$ cat src/rtl/countdown_timer_pkg.sv
// Shared types and constants for the BCD countdown timer.
// Imported by the timer top level, its digit cells and its bus interface.
package timer_pkg;

    typedef enum logic [1:0] {
        IDLE,
        RUN,
        PAUSE,
        DONE
    } timer_state_t;

    typedef logic [3:0] bcd_digit_t;

    localparam bcd_digit_t SEC_TENS_MAX = 4'd5;
    localparam bcd_digit_t DIGIT_MAX    = 4'd9;

    function automatic bcd_digit_t clamp_digit(
        input bcd_digit_t d,
        input bcd_digit_t lim
    );
        return (d > lim) ? lim : d;
    endfunction

endpackage

$ cat src/rtl/countdown_timer_if.sv
// Control and status bundle between the timer and the display/alarm path.
// master drives the preset and the commands; slave is the timer itself.
interface countdown_timer_if;
    import timer_pkg::*;

    logic       load;
    logic       start;
    logic       stop;
    logic [7:0] preset_min;
    logic [7:0] preset_sec;

    logic [7:0] min_bcd;
    logic [7:0] sec_bcd;
    logic       running;
    logic       tick_sec;
    logic       expired;
    logic       expire_pulse;

    modport master (
        output load,
        output start,
        output stop,
        output preset_min,
        output preset_sec,
        input  min_bcd,
        input  sec_bcd,
        input  running,
        input  tick_sec,
        input  expired,
        input  expire_pulse
    );

    modport slave (
        input  load,
        input  start,
        input  stop,
        input  preset_min,
        input  preset_sec,
        output min_bcd,
        output sec_bcd,
        output running,
        output tick_sec,
        output expired,
        output expire_pulse
    );

endinterface

$ cat src/rtl/countdown_timer_bcd_down_digit.sv
// One BCD down-counting digit; chained via borrow to form mm:ss.
// The chain decrements only where en and the incoming borrow coincide.
module bcd_down_digit
    import timer_pkg::*;
#(
    parameter int MOD = 10
) (
    input  logic       clk,
    input  logic       reset,
    input  logic       en,
    input  logic       borrow_in,
    input  logic       load,
    input  bcd_digit_t load_val,
    output bcd_digit_t digit,
    output logic       borrow_out,
    output logic       is_zero
);

    localparam bcd_digit_t TOP = bcd_digit_t'(MOD - 1);

    always_ff @(posedge clk or posedge reset) begin
        if (reset) begin
            digit <= '0;
        end else if (load) begin
            digit <= load_val;
        end else if (en && borrow_in) begin
            digit <= is_zero ? TOP : digit - 4'd1;
        end
    end

    assign is_zero    = (digit == '0);
    assign borrow_out = borrow_in && is_zero;

endmodule

$ cat src/rtl/countdown_timer.sv
// mm:ss BCD countdown timer: prescaler, run/pause FSM and expiry flagging.
// Counts stop at 00:00; expired holds until the next load or reset.
module countdown_timer
    import timer_pkg::*;
#(
    parameter int TICK_DIV = 50_000_000,
    parameter int PRESC_W  = $clog2(TICK_DIV)
) (
    input logic              clk,
    input logic              reset,
    countdown_timer_if.slave bus
);

    localparam logic [PRESC_W-1:0] PRESC_TOP = PRESC_W'(TICK_DIV - 1);

    timer_state_t       state;
    logic [PRESC_W-1:0] presc;
    logic               running_q;
    logic               tick_q;
    logic               expired_q;
    logic               pulse_q;

    bcd_digit_t su_val;
    bcd_digit_t st_val;
    bcd_digit_t mu_val;
    bcd_digit_t mt_val;

    bcd_digit_t su_d;
    bcd_digit_t st_d;
    bcd_digit_t mu_d;
    bcd_digit_t mt_d;

    logic [3:0] z;
    logic       b_su;
    logic       b_st;
    logic       b_mu;
    logic       b_mt;

    logic all_zero;
    logic run_wrap;
    logic dec;
    logic last_sec;
    logic start_ok;

    always_comb begin
        su_val = clamp_digit(bus.preset_sec[3:0], DIGIT_MAX);
        st_val = clamp_digit(bus.preset_sec[7:4], SEC_TENS_MAX);
        mu_val = clamp_digit(bus.preset_min[3:0], DIGIT_MAX);
        mt_val = clamp_digit(bus.preset_min[7:4], DIGIT_MAX);
    end

    // The seconds-units cell always sees a borrow, so the top borrow
    // is high exactly when every digit is zero; that blocks underflow.
    bcd_down_digit #(.MOD(10)) u_su (
        .clk       (clk),
        .reset     (reset),
        .en        (dec),
        .borrow_in (1'b1),
        .load      (bus.load),
        .load_val  (su_val),
        .digit     (su_d),
        .borrow_out(b_su),
        .is_zero   (z[0])
    );

    bcd_down_digit #(.MOD(6)) u_st (
        .clk       (clk),
        .reset     (reset),
        .en        (dec),
        .borrow_in (b_su),
        .load      (bus.load),
        .load_val  (st_val),
        .digit     (st_d),
        .borrow_out(b_st),
        .is_zero   (z[1])
    );

    bcd_down_digit #(.MOD(10)) u_mu (
        .clk       (clk),
        .reset     (reset),
        .en        (dec),
        .borrow_in (b_st),
        .load      (bus.load),
        .load_val  (mu_val),
        .digit     (mu_d),
        .borrow_out(b_mu),
        .is_zero   (z[2])
    );

    bcd_down_digit #(.MOD(10)) u_mt (
        .clk       (clk),
        .reset     (reset),
        .en        (dec),
        .borrow_in (b_mu),
        .load      (bus.load),
        .load_val  (mt_val),
        .digit     (mt_d),
        .borrow_out(b_mt),
        .is_zero   (z[3])
    );

    assign all_zero = &z;
    assign run_wrap = (state == RUN) && !bus.load && !bus.stop
                      && (presc == PRESC_TOP);
    assign dec      = run_wrap && !b_mt;
    assign last_sec = dec && (&z[3:1]) && (su_d == 4'd1);
    assign start_ok = bus.start && !all_zero
                      && ((state == IDLE) || (state == PAUSE));

    always_ff @(posedge clk or posedge reset) begin
        if (reset) begin
            state     <= IDLE;
            presc     <= '0;
            running_q <= 1'b0;
            tick_q    <= 1'b0;
            expired_q <= 1'b0;
            pulse_q   <= 1'b0;
        end else begin
            tick_q  <= dec;
            pulse_q <= last_sec;
            if (bus.load) begin
                state     <= IDLE;
                presc     <= '0;
                running_q <= 1'b0;
                expired_q <= 1'b0;
            end else if (bus.stop) begin
                // Prescaler is held so a resume finishes the partial second.
                if (state == RUN) begin
                    state     <= PAUSE;
                    running_q <= 1'b0;
                end
            end else if (start_ok) begin
                state     <= RUN;
                running_q <= 1'b1;
            end else if (state == RUN) begin
                if (presc == PRESC_TOP) begin
                    presc <= '0;
                    if (last_sec) begin
                        state     <= DONE;
                        running_q <= 1'b0;
                        expired_q <= 1'b1;
                    end
                end else begin
                    presc <= presc + 1'b1;
                end
            end
        end
    end

    assign bus.min_bcd      = {mt_d, mu_d};
    assign bus.sec_bcd      = {st_d, su_d};
    assign bus.running      = running_q;
    assign bus.tick_sec     = tick_q;
    assign bus.expired      = expired_q;
    assign bus.expire_pulse = pulse_q;

endmodule

$ cat src/flat_wrapper.sv
// flat-port wrapper written by rule: the top's interface ports become plain ports
module countdown_timer_flat import timer_pkg::*;
#(
    parameter int TICK_DIV = 50_000_000,
    parameter int PRESC_W  = $clog2(TICK_DIV)
)
  (clk, reset, bus_load, bus_start, bus_stop, bus_preset_min, bus_preset_sec, bus_min_bcd, bus_sec_bcd, bus_running, bus_tick_sec, bus_expired, bus_expire_pulse);
  countdown_timer_if bus_i ();
  input logic clk;
  input logic reset;
  input wire logic [$bits(bus_i.load)-1:0] bus_load;
  input wire logic [$bits(bus_i.start)-1:0] bus_start;
  input wire logic [$bits(bus_i.stop)-1:0] bus_stop;
  input wire logic [$bits(bus_i.preset_min)-1:0] bus_preset_min;
  input wire logic [$bits(bus_i.preset_sec)-1:0] bus_preset_sec;
  output wire logic [$bits(bus_i.min_bcd)-1:0] bus_min_bcd;
  output wire logic [$bits(bus_i.sec_bcd)-1:0] bus_sec_bcd;
  output wire logic [$bits(bus_i.running)-1:0] bus_running;
  output wire logic [$bits(bus_i.tick_sec)-1:0] bus_tick_sec;
  output wire logic [$bits(bus_i.expired)-1:0] bus_expired;
  output wire logic [$bits(bus_i.expire_pulse)-1:0] bus_expire_pulse;
  assign bus_i.load = bus_load;
  assign bus_i.start = bus_start;
  assign bus_i.stop = bus_stop;
  assign bus_i.preset_min = bus_preset_min;
  assign bus_i.preset_sec = bus_preset_sec;
  assign bus_min_bcd = bus_i.min_bcd;
  assign bus_sec_bcd = bus_i.sec_bcd;
  assign bus_running = bus_i.running;
  assign bus_tick_sec = bus_i.tick_sec;
  assign bus_expired = bus_i.expired;
  assign bus_expire_pulse = bus_i.expire_pulse;
  countdown_timer #(.TICK_DIV(TICK_DIV), .PRESC_W(PRESC_W)) u_core (.clk(clk), .reset(reset), .bus(bus_i));
endmodule
$ cat config.mk
export PLATFORM = sky130hd
export DESIGN_NAME = countdown_timer_flat
export DESIGN_NICKNAME = d
export VERILOG_FILES = /design/src/rtl/countdown_timer_pkg.sv /design/src/rtl/countdown_timer_if.sv /design/src/rtl/countdown_timer_bcd_down_digit.sv /design/src/rtl/countdown_timer.sv /design/src/flat_wrapper.sv
export SDC_FILE = /design/constraint.sdc
export NUM_CORES = 1
export LEC_CHECK = 0
export BUFFER_PORTS_ARGS = -buffer_cell sky130_fd_sc_hd__buf_2
export CAP_MARGIN = 10
export CORE_UTILIZATION = 30
export DETAILED_ROUTE_END_ITERATION = 10
export PLACE_DENSITY_LB_ADDON = 0.08
export SLEW_MARGIN = 20
export SYNTH_ARGS = -nofsm -noshare
export SYNTH_HDL_FRONTEND = slang
export SYNTH_SLANG_ARGS = --single-unit
$ cat constraint.sdc
create_clock -name clk -period 4.7 [get_ports clk]
set_input_delay 0.705 -clock clk [delete_from_list [all_inputs] [get_ports clk]]
set_output_delay 0.705 -clock clk [all_outputs]
set_load 0.03 [all_outputs]
==> impl_metrics.py <==
metrics = {
    "run_status": {
        "outcome": "finished, final reports clean",
    },
    "cts": {
        "cts_buffers": 5,
        "cts_tree": "built",
        "clkTransAtPathRegs_ns": 0.09,
        "htree_levels": 2,
        "cts_resized": 0,
        "ctsHoldBuffers": 0,
        "clkSinkCount": 48,
        "clk_path_buf_depth": 2,
        "worstSkewPairLatency_ns": 0.30,
        "clock-root-buffer": "clkbuf_8",
        "post_cts_buffers": 0,
    },
    "synthesis": {
        "synth-edff-count": 0,
        "yosys-top-cells-area": "dfrtp_1, nor2_1, nand2_1, xnor2_1, nand4_1",
        "synth.avg_cell_area_um2": 8.942,
        "synth_seq_cells": 48,
        "syn_nets": 329,
        "yosysTopAreaCell": "dfrtp_1",
        "synth_top_area_share_pct": 43.76,
        "yosysWarnings": 0,
        "ys_types": 52,
        "syn_inst": 307,
        "synth_ff_type": "dfrtp_1",
        "netlist_top_cells_count": "dfrtp_1, nor2_1, nand2_1",
        "netlist_area_um2": 2745,
        "synth.most_common_cell": "dfrtp_1",
        "async_flop_share_pct": 100.0,
        "seq_area_frac_synth_pct": 43.76,
    },
    "route": {
        "vias": 2391,
        "highest_layer": "met4",
        "vias_per_cell": 5.290,
        "drc": 0,
        "dr_wl_met3_um": 189,
        "wl_per_cell_um": 15.49,
        "first_pass_iters": 4,
        "wl_met2_mm": 3.289,
        "drtIter0Drc": 99,
        "drt_wl_total_mm": 7.000,
        "met1Wirelength_mm": 3.452,
        "drtAntennaViolNets": 0,
    },
    "die": {
        "die_w_um": 97.66,
        "die_y_um": 97.66,
        "core_area_um2": 8806,
        "pin_count": 41,
        "die_area_um2": 9537,
        "rows": 34,
        "initial_utilization_pct": 31.17,
    },
    "hold_path": {
        "hp-class": "register to register",
    },
    "sta": {
        "fin_hold_ws_ns": 0.5166,
        "hold_viol": 0,
        "relSlewSlack_pct": 41.98,
        "fmax_ghz": 0.3436,
        "fin_skew_ns": 0.004112,
        "slew_viol_final": 0,
        "fin_tns_setup_ns": 0,
        "setup_viol": 0,
        "period_needed_ns": 2.910,
        "final.period_utilization_pct": 61.92,
        "rsz0062_at_grt": "false",
        "tightest_slew_ns": 0.8693,
    },
    "final_layout": {
        "drive_gt1_share_pct": 16.86,
        "n_antenna_cell": 0,
        "final_nets": 365,
        "syn2layout_area_growth_pct": 14.31,
    },
    "worst_setup_path": {
        "critPathSlowestCell": "nand2_1",
        "critical_path_required_ns": 4.87,
        "worst-path-max-fanout": 17,
        "crit_type": "register to register",
        "cp.arrival_ns": 3.08,
        "critPathBufInv": 0,
        "cp-start-kind": "register",
        "regToRegSetupSlack_ns": 1.79,
        "cp_top_family": "simple AND/OR/NAND/NOR gates",
        "endpoint_kind": "register",
        "critical_path.cell_chain": "or4_4 > nor4_4 > nand3_1 > nand2_1 > nor3_1",
        "max_stage_delay_ns": 0.60,
    },
    "global_routing": {
        "grt_pass1_vias": 2290,
        "antenna_found_initial": 0,
        "grt_pass1_wl_mm": 11.91,
        "grt_max_degree": 49,
        "overflow": 0,
        "gr-usage-all-layers_pct": 15.66,
    },
    "pwr": {
        "finalPower_w": 0.0008550,
        "p_leak_nw": 1.259,
        "powerDensity_nw_per_um2": 272.5,
        "ir_drop_uv": 110.9,
    },
    "placement": {
        "gp_congestion": 0.7447,
        "io_buffers": 40,
        "dpl.hpwl_mm": 4.909,
    },
    "job": {
        "drv_cap": 0,
    },
}
==> stage by stage <==
step / utilization, % / instance area [um^2] / setup slack [ns] / instances
final: 35.64 / 3138 / 1.790 / 452
after global routing: 35.64 / 3138 / 1.576 / 452
after CTS: 35.62 / 3137 / 1.747 / 452
after detailed placement: 34.40 / 3029 / 1.773 / 444
after global placement: 34.40 / 3029 / 1.872 / 444
after floorplan: - / 2745 / 2.274 / 307
==> path summary, 6_finish.rpt <==
check	startpoint	to	depth (start not counted)
setup / recovery	u_core.presc[11]	u_core.presc[7]	5
hold / removal	u_core.bus.expired	u_core.bus.expired	2
setup reg to reg	u_core.presc[11]	u_core.presc[7]	5
hold reg to reg	u_core.bus.expired	u_core.bus.expired	2
max in group asynchronous	reset	u_core.presc[11]	2
min in group asynchronous	reset	u_core.u_mu.digit[2]	2
==> cell usage in the layout (no fill, tap or decap), drive strengths merged, types with 4 or more instances in the layout <==
master and n:
nand3 9, nand2b 5, inv 8, clkbuf 6, nand4 15, a21oi 12
and2 4, nor4 10, buf 40, and3 4, xor2 9, or3 4
xnor2 11, nor2 40, nand2 26, o21ai 12, or4 10, a31oi 9
dfrtp 48, nor3 14, or2 4
==> state kept, by name, summed over array words and instances, names as in the netlist <==
name,count
u_core.presc,26
u_core.u_mt.digit,4
u_core.u_mu.digit,4
u_core.u_st.digit,4
u_core.u_su.digit,4
u_core.state,2
u_core.bus.expire_pulse,1
u_core.bus.expired,1
u_core.bus.running,1
u_core.bus.tick_sec,1
==> metal layers <==
metal  GRT usage [%]  up-vias
met4           4.079        0
met1           21.69     1148
met3           2.734        7
met5               0        -
met2           25.20       38
li1                -     1198
==> worst reg2reg max path, cell delays in order, from the launching register on <==
cell and delay [ns]:
dfrtp_1 0.48, or4_4 0.52, nor4_4 0.58, nand3_1 0.47, nand2_1 0.61, nor3_1 0.13
==> kinds of logic (layout without fill, tap and decap cells) <==
logic type                 count (synthesis)  after routing  synth area share [%]
muxes                                      3              3                 1.094
buffers and inverters                     20             57                 3.099
and+or+nand+nor                          156            156                 30.99
DFF                                       48             48                 43.76
xor gates and xnor gates                  20             20                 6.381
AOI/OAI and AO/OA                         59             59                 14.22
adders and majority gates                  1              1                0.4557
==> where the power goes <==
part           internal (W)  switching, W
Clock              0.000158      0.000144
Sequential         0.000425     0.0000207
Combinational     0.0000346     0.0000717
==> final cells by class <==
class | instances | area [um^2]
inverters | 9 | 35.03
clock buffers | 6 | 72.57
clock inverters | 2 | 35.03
multi-input cells | 239 | 1459
repair buffers | 40 | 200.2
flip-flops and latches | 48 | 1201
fillers | 932 | 5668
well taps | 108 | 135.1
Power figures use the tool's default switching activity.
